<file path="config.mk">
export PLATFORM = sky130hd
export DESIGN_NAME = bram_frame_player_flat
export DESIGN_NICKNAME = d
export VERILOG_FILES = /design/src/rtl/bram_frame_player_if.sv /design/src/rtl/bram_frame_player.sv /design/src/flat_wrapper.sv
export SDC_FILE = /design/constraint.sdc
export NUM_CORES = 1
export LEC_CHECK = 0
export ABC_AREA = 1
export BUFFER_PORTS_ARGS = -buffer_cell sky130_fd_sc_hd__buf_2
export CAP_MARGIN = 20
export CORE_MARGIN = 2
export CORE_UTILIZATION = 45
export DETAILED_ROUTE_END_ITERATION = 10
export GPL_ROUTABILITY_DRIVEN = 0
export PLACE_DENSITY = 0.66
export SYNTH_ARGS = -nofsm -noshare
export SYNTH_HDL_FRONTEND = slang
export SYNTH_SLANG_ARGS = --single-unit
</file>
<file path="constraint.sdc">
create_clock -name clka -period 4.9 [get_ports clka]
set_clock_uncertainty 0.05 [all_clocks]
set_input_delay 0 -clock clka [delete_from_list [all_inputs] [get_ports clka]]
set_output_delay 0 -clock clka [all_outputs]
set_load 0.1 [all_outputs]
</file>
<file path="src/rtl/bram_frame_player_if.sv">
// Stream and BRAM read bus of the frame player.
// master: the player (drives the BRAM read port and the output stream).
// slave:  the BRAM plus downstream consumer side.
interface bram_frame_player_if #(
  parameter int DATA_W = 40,
  parameter int ADDR_W = 13
);
  logic              bram_en;
  logic [ADDR_W-1:0] bram_addr;
  logic [DATA_W-1:0] bram_dout;
  logic [DATA_W-1:0] m_data;
  logic              m_valid;
  logic              m_ready;
  logic              m_last;

  modport master (
    output bram_en, bram_addr, m_data, m_valid, m_last,
    input  bram_dout, m_ready
  );

  modport slave (
    input  bram_en, bram_addr, m_data, m_valid, m_last,
    output bram_dout, m_ready
  );
endinterface

</file>
<file path="src/rtl/bram_frame_player.sv">
// BRAM frame playback engine for the FFT input path.
// Reads FRAME_LEN words starting at BASE_ADDR from a 1-cycle-latency BRAM and
// streams them out with valid/ready and a last-sample flag. Supports one-shot
// and continuous loop playback, stop requests and downstream backpressure.
// Optional: define BRAM_FRAME_PLAYER_FRAME_CNT_EN to add the frame_cnt output
// (completed-frame counter, cleared on each accepted start).
module bram_frame_player #(
  parameter int DATA_W    = 40,
  parameter int ADDR_W    = 13,
  parameter int FRAME_LEN = 8192,
  parameter int BASE_ADDR = 0
) (
  input  logic clka,
  input  logic rst,
  input  logic start,
  input  logic loop_mode,
  input  logic stop,
  output logic busy,
`ifdef BRAM_FRAME_PLAYER_FRAME_CNT_EN
  output logic [15:0] frame_cnt,
`endif
  bram_frame_player_if.master bus
);

  localparam logic [ADDR_W-1:0] LAST_IDX = ADDR_W'(FRAME_LEN - 1);
  localparam logic [ADDR_W-1:0] BASE_A   = ADDR_W'(BASE_ADDR);

  typedef enum logic [1:0] {IDLE, RUN, DRAIN} state_t;

  state_t            state_q, state_d;
  logic [ADDR_W-1:0] rd_idx_q, rd_idx_d;
  logic              loop_q;
  logic              stop_pend_q;
  logic              vld_p1;
  logic              last_p1;

  logic [DATA_W-1:0] mem_data [2];
  logic              mem_last [2];
  logic              wr_ptr, rd_ptr;
  logic [1:0]        cnt_q;

  logic              issue, push, pop, accept, frame_end;
  logic [2:0]        credit;

  // Issue rule, next-state and read-index update.
  // The FIFO slot freed by this cycle's pop is credited before deciding to
  // issue; otherwise a read would be throttled every other cycle and a
  // sample-per-cycle stream could not be sustained.
  always_comb begin
    push      = vld_p1;
    pop       = (cnt_q != 2'd0) && bus.m_ready;
    credit    = {1'b0, cnt_q} - {2'b00, pop} + {2'b00, vld_p1};
    issue     = (state_q == RUN) && (credit < 3'd2);
    frame_end = issue && (rd_idx_q == LAST_IDX);
    state_d   = state_q;
    rd_idx_d  = rd_idx_q;
    accept    = 1'b0;
    unique case (state_q)
      IDLE: begin
        if (start) begin
          state_d  = RUN;
          rd_idx_d = '0;
          accept   = 1'b1;
        end
      end
      RUN: begin
        if (frame_end) begin
          rd_idx_d = '0;
          if (!loop_q || stop_pend_q || stop) state_d = DRAIN;
        end else if (issue) begin
          rd_idx_d = rd_idx_q + ADDR_W'(1);
        end
      end
      DRAIN: begin
        if (credit == 3'd0) state_d = IDLE;
      end
      default: state_d = IDLE;
    endcase
  end

  // Stage p0 -> p1: control state and the read-in-flight tag.
  always_ff @(posedge clka) begin
    if (rst) begin
      state_q     <= IDLE;
      rd_idx_q    <= '0;
      loop_q      <= 1'b0;
      stop_pend_q <= 1'b0;
      vld_p1      <= 1'b0;
      last_p1     <= 1'b0;
    end else begin
      state_q <= state_d;
      rd_idx_q <= rd_idx_d;
      if (accept) loop_q <= loop_mode;
      if (state_q != RUN) stop_pend_q <= 1'b0;
      else if (stop)      stop_pend_q <= 1'b1;
      vld_p1  <= issue;
      last_p1 <= frame_end;
    end
  end

  // Stage p1 -> output: 2-deep FIFO capturing BRAM data with its last tag.
  always_ff @(posedge clka) begin
    if (rst) begin
      wr_ptr      <= 1'b0;
      rd_ptr      <= 1'b0;
      cnt_q       <= 2'd0;
      mem_data[0] <= '0;
      mem_data[1] <= '0;
      mem_last[0] <= 1'b0;
      mem_last[1] <= 1'b0;
    end else begin
      if (push) begin
        mem_data[wr_ptr] <= bus.bram_dout;
        mem_last[wr_ptr] <= last_p1;
        wr_ptr           <= ~wr_ptr;
      end
      if (pop) rd_ptr <= ~rd_ptr;
      unique case ({push, pop})
        2'b10:   cnt_q <= cnt_q + 2'd1;
        2'b01:   cnt_q <= cnt_q - 2'd1;
        default: cnt_q <= cnt_q;
      endcase
    end
  end

`ifdef BRAM_FRAME_PLAYER_FRAME_CNT_EN
  // Count frames whose last sample has been handed downstream.
  always_ff @(posedge clka) begin
    if (rst || accept)                frame_cnt <= 16'd0;
    else if (pop && mem_last[rd_ptr]) frame_cnt <= frame_cnt + 16'd1;
  end
`endif

  assign bus.bram_en   = issue;
  assign bus.bram_addr = BASE_A + rd_idx_q;
  assign bus.m_valid   = (cnt_q != 2'd0);
  assign bus.m_data    = mem_data[rd_ptr];
  assign bus.m_last    = mem_last[rd_ptr];
  assign busy          = (state_q != IDLE);

endmodule

</file>
<file path="src/flat_wrapper.sv">
// flat-port wrapper written by rule: the top's interface ports become plain ports
module bram_frame_player_flat 
#(
  parameter int DATA_W    = 40,
  parameter int ADDR_W    = 13,
  parameter int FRAME_LEN = 8192,
  parameter int BASE_ADDR = 0
)
  (clka, rst, start, loop_mode, stop, busy, bus_bram_en, bus_bram_addr, bus_m_data, bus_m_valid, bus_m_last, bus_bram_dout, bus_m_ready);
  bram_frame_player_if #(.DATA_W(DATA_W), .ADDR_W(ADDR_W)) bus_i ();
  input  logic clka;
  input  logic rst;
  input  logic start;
  input  logic loop_mode;
  input  logic stop;
  output logic busy;
  output wire logic [$bits(bus_i.bram_en)-1:0] bus_bram_en;
  output wire logic [$bits(bus_i.bram_addr)-1:0] bus_bram_addr;
  output wire logic [$bits(bus_i.m_data)-1:0] bus_m_data;
  output wire logic [$bits(bus_i.m_valid)-1:0] bus_m_valid;
  output wire logic [$bits(bus_i.m_last)-1:0] bus_m_last;
  input wire logic [$bits(bus_i.bram_dout)-1:0] bus_bram_dout;
  input wire logic [$bits(bus_i.m_ready)-1:0] bus_m_ready;
  assign bus_bram_en = bus_i.bram_en;
  assign bus_bram_addr = bus_i.bram_addr;
  assign bus_m_data = bus_i.m_data;
  assign bus_m_valid = bus_i.m_valid;
  assign bus_m_last = bus_i.m_last;
  assign bus_i.bram_dout = bus_bram_dout;
  assign bus_i.m_ready = bus_m_ready;
  bram_frame_player #(.DATA_W(DATA_W), .ADDR_W(ADDR_W), .FRAME_LEN(FRAME_LEN), .BASE_ADDR(BASE_ADDR)) u_core (.clka(clka), .rst(rst), .start(start), .loop_mode(loop_mode), .stop(stop), .busy(busy), .bus(bus_i));
endmodule
</file>
After elaboration in Yosys (flattened, before gate mapping)
Memory sizes are Yosys's and may differ from the RTL's. A register that Yosys moved wholly into a read port is not among the register bits.
Index checks and enable logic that the tools add are counted.
Word-level totals
  input bits: 46
  output and inout port bits: 57
  logic and storage cells: 74
  flip-flop bits (word level): 23
  RAM bits: 82
  memories kept: 2
Memory list
  u_core.mem_data: depth 2, bits a word 40, read ports 1, clocked after Yosys merged registers in 1, write ports 2, line bram_frame_player.sv:37  | logic [DATA_W-1:0] mem_data [2];
  u_core.mem_last: depth 2, bits a word 1, read ports 1, clocked after Yosys merged registers in 1, write ports 2, line bram_frame_player.sv:38  | logic mem_last [2];
Cells by class
  bitwise logic cells: 2
  eq/ne operators: 11
  $add $sub $neg: 5
  reductions and logical operators: 17
  multiplexer cells: 27
  magnitude comparators: 1
Operator list (number)
  40-bit 2-to-1 mux: 1
  40-bit OR reduction: 1
  13-bit 2-to-1 mux: 3
  13-bit one-hot mux with 2 select lines: 1
  1-bit 2-to-1 mux: 16
  13-bit by 1-bit adder with 13-bit output, second input constant: 1
  13-bit == test, second input constant: 1
  2-bit 2-to-1 mux: 4
  2-bit nonzero test: 4
  2-bit by 1-bit != test with 1-bit output, second input constant: 3
  2-bit one-hot mux with 3 select lines: 1
  2-bit by 1-bit == test with 1-bit output, second input constant: 2
  2-bit == test, second input constant: 2
  2-bit != test, second input constant: 2
  2-bit one-hot mux with 2 select lines: 1
  4-bit AND reduction: 1
  3-bit by 1-bit adder with 3-bit output: 1
  1-bit logical AND: 3
  3-bit logical NOT: 1
  3-bit by 2-bit < comparator with 1-bit output, second input constant: 1
  3-bit by 2-bit != test with 1-bit output, second input constant: 1
  3-bit AND reduction: 1
  2-bit by 1-bit subtractor with 3-bit output: 1
  2-bit by 1-bit adder with 2-bit output, second input constant: 1
  7 further kinds: 9

Longest topological paths before layout
Gate-level depths: netlist (run 1).
  depth in word-level cells: 9
  gate-level depth with buffers: 18

Worst setup path after synthesis (run 1)
No wires, ideal clock.
  path kind: register -> register
  from: register u_core.cnt_q[1]
  to: register u_core.rd_idx_q[2]
  arrival time: 4.111 ns
  buffers on the path: 0
  setup slack: 0.620 ns
  cell stages (with the launch flop): 15
  cell sequence: dfxtp_1 inv_1 nand2_1 nand2_1 inv_1 nand2_1 nand2_1 ha_1 inv_1 fa_1 nand3_1 nor2_1 nor2_2 o21ai_0 nor2_1
On the way
  longest elaborated chain between the ends: 9
  elaborated cells on any way between the ends: 11
  those cells by class: add/sub (2); order compare (1); eq/ne (1); mux (2); reduce/logical (5)
Ends and longest elaborated chain
  start: declaration: line bram_frame_player.sv:40  | logic [1:0] cnt_q;
  start signal: assignment: line bram_frame_player.sv:119  | 2'b10: cnt_q <= cnt_q + 2'd1;
  start signal: assignment: line bram_frame_player.sv:120  | 2'b01: cnt_q <= cnt_q - 2'd1;
  start signal: assignment: line bram_frame_player.sv:121  | default: cnt_q <= cnt_q;
  2-bit nonzero test (*)
  named net bus_m_valid: line flat_wrapper.sv:20  | output wire logic [$bits(bus_i.m_valid)-1:0] bus_m_valid;
  1-bit logical AND (*): line bram_frame_player.sv:51  | pop = (cnt_q != 2'd0) && bus.m_ready;
  2-bit by 1-bit subtractor with 3-bit output (*): line bram_frame_player.sv:52  | credit = {1'b0, cnt_q} - {2'b00, pop} + {2'b00, vld_p1};
  3-bit by 1-bit adder with 3-bit output (*): line bram_frame_player.sv:52
  3-bit by 2-bit < comparator with 1-bit output (*): line bram_frame_player.sv:53  | issue = (state_q == RUN) && (credit < 3'd2);
  1-bit logical AND (*): line bram_frame_player.sv:53
  named net bus_bram_en: line flat_wrapper.sv:17  | output wire logic [$bits(bus_i.bram_en)-1:0] bus_bram_en;
  1-bit logical AND: line bram_frame_player.sv:54  | frame_end = issue && (rd_idx_q == LAST_IDX);
  3-bit by 2-bit != test with 1-bit output (no source line) or 13-bit 2-to-1 mux (tied branches)
  3-bit AND reduction (no source line) or 13-bit one-hot mux with 2 select lines (tied branches)
  end signal: assignment: line bram_frame_player.sv:92  | rd_idx_q <= rd_idx_d;
  end: declaration: line bram_frame_player.sv:31  | logic [ADDR_W-1:0] rd_idx_q, rd_idx_d;
The timed path passes the listed nets; every way through them passes the cells marked *.
A chain may end at the register's enable or synchronous reset.

Worst setup path after layout (run 1)
  from: register u_core.cnt_q[1]
  to: output port bus_bram_en
On the way
  longest elaborated chain between the ends: 6
Ends and longest elaborated chain (line)
  2-bit nonzero test: bram_frame_player.sv:51
  1-bit logical AND: bram_frame_player.sv:51
  2-bit by 1-bit subtractor with 3-bit output (*): bram_frame_player.sv:52
  3-bit by 1-bit adder with 3-bit output (*): bram_frame_player.sv:52
  3-bit by 2-bit < comparator with 1-bit output (*): bram_frame_player.sv:53
  1-bit logical AND (*): bram_frame_player.sv:53
  end: declaration: flat_wrapper.sv:17
Every way passes the cells marked *; elsewhere a longest branch is shown, timed or not.

==> impl_metrics.py, run 1 <==
metrics = {
    "run_status": {
        "status": "complete, no violations",
    },
    "clock_network": {
        "cts_made_buffers": 9,
        "cts_root_buffer": "clkbuf_8",
        "clock_sinks": 106,
        "cts_tree": "done",
        "postCtsSetupBuffers": 0,
        "clk_pin_slew_worst_paths_ns": 0.10,
        "insertion_delay_ns": 0.37,
        "htree_levels": 3,
        "clock_path_buffers": 2,
    },
    "power": {
        "p_comb_share_pct": 41.4,
        "p_seq_share_pct": 39.6,
        "swShare_pct": 45.5,
        "peakVddDrop_mv": 0.282,
        "clockPowerShare_pct": 19.0,
        "p_leak_nw": 2.74,
        "power_mw": 2.81,
        "intPower_mw": 1.53,
        "powerDensity_nw_per_um2": 465,
        "switchingPower_mw": 1.28,
    },
    "drt": {
        "ant_nets": 0,
        "wl_met2_um": 4800,
        "drt_iter0_markers": 161,
        "finalWirelength_um": 9980,
        "m1WireLength_um": 4400,
        "top_layer": "met4",
        "routed-wl-met3_um": 544,
        "vias": 3562,
        "first_pass_iters": 5,
        "wl_per_cell_um": 13.4,
        "drc": 0,
        "avgViaCountPerCell": 4.78,
    },
    "grt": {
        "antenna_found_initial": 0,
        "grt_max_degree": 44,
        "grt_use_total_pct": 17.7,
        "overflow": 0,
        "grt_pass1_vias": 3497,
        "grt_pass1_wl_um": 15800,
    },
    "critical_path": {
        "path_max_fanout": 5,
        "cp_data_required_time_ns": 4.85,
        "arrival_ns": 2.94,
        "critPathLaunchType": "register",
        "crit_path_end_kind": "output pin",
        "path_class": "register to output pin",
    },
    "sta": {
        "slew_viol_final": 0,
        "fin_setup_tns_ns": 0,
        "period_share_pct": 60.9,
        "relSlewSlack_pct": 29.2,
        "hold-worst-slack_ns": 0.0223,
        "layout_setup_ws_ns": 1.91,
        "finalSetupViolations": 0,
        "fmax_mhz": 335,
        "hold_viol": 0,
        "finalCriticalPeriod_ns": 2.99,
        "worstMarginPinSlew_ns": 1.06,
        "rsz0062_at_grt": "no",
    },
    "yosys": {
        "ys_warn_count": 0,
        "synth.distinct_cells": 27,
        "synth_area_leaders": "edfxtp_1, dfxtp_1, mux2_2",
        "synth_top_area_share_pct": 51.3,
        "synth_common_cells": "nor2_1, edfxtp_1, inv_1",
        "ys_seq_elements": 106,
        "ys.flop_type": "edfxtp_1",
        "avgSynthCellArea_um2": 10.4,
        "synth_simple_gate_area_share_pct": 18.3,
        "yosysMostFrequentCell": "nor2_1",
        "syn_nets": 510,
        "synth_area_um2": 4800,
        "synth_top_family_by_area": "simple AND/OR/NAND/NOR gates",
        "synth-xor-area-share_pct": 0,
        "async_flop_share_pct": 0,
        "synthCells": 461,
        "synthAdderAreaFrac_pct": 0.938,
        "synth_top_area_cell": "edfxtp_1",
        "synth-compound-area-share_pct": 2.45,
        "synth-edff-count": 82,
        "muxShareOfSynthArea_pct": 9.62,
        "ys_seq_area_share_pct": 61.3,
    },
    "floorplanning": {
        "core_um2": 10300,
        "die_h_um": 107,
        "ios": 103,
        "start_util_pct": 46.5,
        "rows": 37,
        "dieArea_um2": 11500,
        "die_w_um": 107,
    },
    "place": {
        "place_ws_ns": 2.28,
        "dpl.hpwl_um": 6120,
        "placed_cells": 685,
        "io_buffers": 102,
    },
    "job": {
        "max-cap-violations": 0,
    },
    "cells_and_area": {
        "areaGrowthSynthToFinish_pct": 26.1,
        "layout-drive-gt1-share_pct": 29.7,
        "antenna_cells": 0,
        "fin_nets": 653,
        "stdcell_count": 745,
    },
    "worst_hold_path": {
        "holdCritPathClass": "primary input to register",
    },
}
## cell usage in the layout (no fill, tap or decap), types with 3 or more instances in the layout
cell type	count
clkinv_2	3
a21oi_1	13
mux2_2	41
nand2_2	4
nand3_1	20
dfxtp_1	23
edfxtp_1	82
inv_2	3
inv_1	70
clkbuf_8	9
nand4_1	4
nand4_2	3
nor2_1	111
buf_2	102
o21ai_0	6
nand2_1	47
dlygate4sd3_1	44
nor3_1	3
## critical path, cell delays in order, from the launching register on
cell and delay, ns:
dfxtp_1 0.41, inv_1 0.09, nand2_1 0.09, nand2_1 0.07, inv_1 0.10, nand2_1 0.11, nand2_1 0.10, ha_1 0.14
inv_1 0.05, fa_1 0.54, nand3_1 0.18, nor2_1 0.21, buf_2 0.46
## cells by family (layout without fill, tap and decap cells)
group | after synthesis | count (layout)
fa+ha+maj | 3 | 3
compound gates | 22 | 22
flops | 106 | 106
mux | 41 | 41
simple gates | 201 | 201
buf+inv | 88 | 236
## sequential cells by signal, summed over array words and instances (netlist names), 2 cells and up, named ones only
signal,cells
u_core.cnt_q,2
u_core.mem_data,80
u_core.mem_last,2
u_core.rd_idx_q,13
u_core.state_q,2
## cell type report
cell class | count | area (um^2)
fillers | 892 | 4270
flip-flops and latches | 106 | 2940
multi-input cells | 267 | 1510
repair buffers | 147 | 958
inverters | 73 | 274
well taps | 136 | 170
clock buffers | 9 | 124
clock inverters | 7 | 68.8
## power by group through the flow
stage	Sequential (mW)	Combinational [mW]	Clock (mW)
2_1_floorplan	1.09	1.05	0
3_3_place_gp	1.13	1.13	0
3_5_place_dp	1.14	1.14	0
4_1_cts	1.12	1.17	0.545
5_1_grt	1.13	1.23	0.579
6_report	1.11	1.17	0.534
## repair_timing
item	in CTS	in global routing
resized for setup	0	0
endpoints found under the setup margin	0	0
hold endpoints to repair	90	0
hold buffers	44	0
## layer usage
metal,global-route usage (%),vias to the layer above
met5,0,-
met2,30.1,98
met4,8.35,0
met1,22.0,1664
met3,3.03,20
li1,-,1780
## per-stage QoR
step	area [um^2]	util, %
after detailed placement	5420	52.5
after global placement	5420	52.5
after floorplan	4800	-
after CTS	6050	58.6
final	6050	58.6
after global routing	6050	58.6
## worst paths after layout
kind | startpoint | end | slack, ns | cells after the start
worst max-delay path | u_core.cnt_q[1] | bus_bram_en | 1.91 | 12
worst min register to register | u_core.stop_pend_q | u_core.stop_pend_q | 0.41 | 2
worst min-delay path | start | u_core.loop_q | 0.02 | 4
worst max register to register | u_core.push | u_core.mem_data[0][24] | 2.32 | 4
No activity file was read; power rests on OpenSTA's default activity.
==> run 2: changes to the inputs <==
Clock period 4.9 ns to 3.15 ns, I/O delays scaled along.
==> impl_metrics.py, run 2 (synthesis results as in run 1) <==
metrics = {
    "floorplanning": {
        "start_util_pct": 46.5,
        "die_h_um": 107,
        "dieArea_um2": 11500,
        "ios": 103,
        "core_um2": 10300,
        "die_w_um": 107,
        "rows": 37,
    },
    "cells_and_area": {
        "layout-drive-gt1-share_pct": 30.4,
        "largest_reg_flops": 80,
        "fin_nets": 659,
        "top_register": "u_core.mem_data",
        "layout_common_cells": "nor2_1, buf_2, edfxtp_1, inv_1, nand2_1",
        "largestRegisters": "u_core.mem_data (80), u_core.rd_idx_q (13)",
        "nFillCells": 879,
        "areaGrowthSynthToFinish_pct": 27.7,
        "antenna_cells": 0,
        "final_common_cell": "nor2_1",
    },
    "clock_network": {
        "clock_sinks": 106,
        "clock_path_buffers": 2,
        "cts_made_buffers": 9,
        "insertion_delay_ns": 0.36,
        "cts_root_buffer": "clkbuf_8",
        "clk_pin_slew_worst_paths_ns": 0.10,
        "htree_levels": 3,
        "cts_tree": "done",
    },
    "place": {
        "io_buffers": 102,
        "place_ws_ns": 0.588,
        "dpl.hpwl_um": 6410,
    },
    "power": {
        "peakVddDrop_mv": 0.425,
        "powerDensity_nw_per_um2": 720,
        "p_leak_nw": 2.78,
    },
    "sta": {
        "layout_setup_ws_ns": 0.248,
        "worstMarginPinSlew_ns": 0.595,
        "fmax_mhz": 345,
        "finalCriticalPeriod_ns": 2.90,
        "hold_viol": 0,
        "rsz0062_at_grt": "no",
        "fin_setup_tns_ns": 0,
        "relSlewSlack_pct": 60.4,
        "period_share_pct": 92.1,
        "slew_viol_final": 0,
        "finalSetupViolations": 0,
    },
    "critical_path": {
        "arrival_ns": 2.85,
        "cp_data_required_time_ns": 3.10,
        "crit_path_end_kind": "output pin",
        "path_class": "register to output pin",
        "critPathLaunchType": "register",
        "crit_slowest_cell": "fa_1",
        "path_cells": "inv_1, nand2_4, nand2_1, inv_1, nand2_1, nand2_1, ha_1, inv_1, fa_1, nand3_1, nor2_4, clkbuf_4",
        "path_max_fanout": 5,
        "worst_path_largest_cell_delay_ns": 0.55,
    },
    "drt": {
        "avgViaCountPerCell": 4.77,
        "wl_per_cell_um": 13.2,
        "drt_iter0_markers": 127,
        "ant_nets": 0,
        "finalWirelength_um": 9920,
        "drc": 0,
        "vias": 3580,
        "first_pass_iters": 4,
    },
    "grt": {
        "grt_use_total_pct": 17.3,
        "grt_max_degree": 43,
        "grt_pass1_vias": 3472,
        "antenna_found_initial": 0,
        "grt_pass1_wl_um": 15600,
        "overflow": 0,
    },
    "worst_hold_path": {
        "holdCritPathClass": "primary input to register",
    },
    "run_status": {
        "status": "complete, no violations",
    },
    "job": {
        "max-cap-violations": 0,
    },
}
## run 2: path summary, 6_finish.rpt
path	cells after the start	startpoint	end	slack, ns
worst min-delay path	4	start	u_core.loop_q	0.03
worst max register to register	14	u_core.cnt_q[1]	u_core.rd_idx_q[2]	0.59
worst min register to register	1	u_core.rd_ptr	register	0.42
worst max-delay path	12	u_core.cnt_q[1]	bus_bram_en	0.25
## run 2: stage by stage
| stage | hold slack (ns) | power, mW | cells | utilization, % | area [um^2] |
|---|---|---|---|---|---|
| 5_1_grt | 0.0879 | 4.61 | 751 | 59.4 | 6130 |
| 6_report | 0.0300 | 4.42 | 751 | 59.4 | 6130 |
| 4_1_cts | 0.0141 | 4.44 | 751 | 59.4 | 6130 |
| 2_1_floorplan | 0.0191 | 3.37 | 461 | - | 4810 |
| 3_5_place_dp | 0.224 | 3.57 | 690 | 53.1 | 5490 |
| 3_3_place_gp | 0.205 | 3.55 | 690 | 53.1 | 5490 |
## run 2: power by group
group          leakage (nW)  internal [mW]  switching, mW
Sequential             1.04           1.62         0.0794
Clock                0.0971          0.371          0.459
Combinational          1.63          0.415           1.47
Total                  2.78           2.41           2.01
## run 2: area by class of cell
class	instances	area, um^2	share of cell area (%)
clock buffers	10	128	2.08
multi-input cells	267	1530	24.9
repair buffers	153	1020	16.7
well taps	136	170	2.78
flip-flops and latches	106	2940	48.0
clock inverters	6	65.1	1.06
inverters	73	274	4.47
## run 2: what timing repair did
| action | CTS | global route |
|---|---|---|
| resized for setup | 0 | 1 |
| hold endpoints to repair | 89 | 0 |
| endpoints found under the setup margin | 0 | 1 |
| setup buffers | 0 | 0 |
| hold buffers | 45 | 0 |
## run 2: per-layer routing
layer | part of all wire, % | vias up | GRT usage (%)
met5 | 0 | - | 0
met4 | 1.3 | 0 | 5.10
met3 | 5.9 | 13 | 3.93
met2 | 49 | 88 | 31.4
met1 | 44 | 1686 | 20.4
li1 | - | 1793 | -
## run 2: worst max-delay path, delay by kind of cell (launching register included)
| family | cells | cell delay, ns |
|---|---|---|
| and+or+nand+nor | 6 | 0.76 |
| adders and majority gates | 2 | 0.71 |
| buffers and inverters | 4 | 0.61 |
| DFF | 1 | 0.41 |
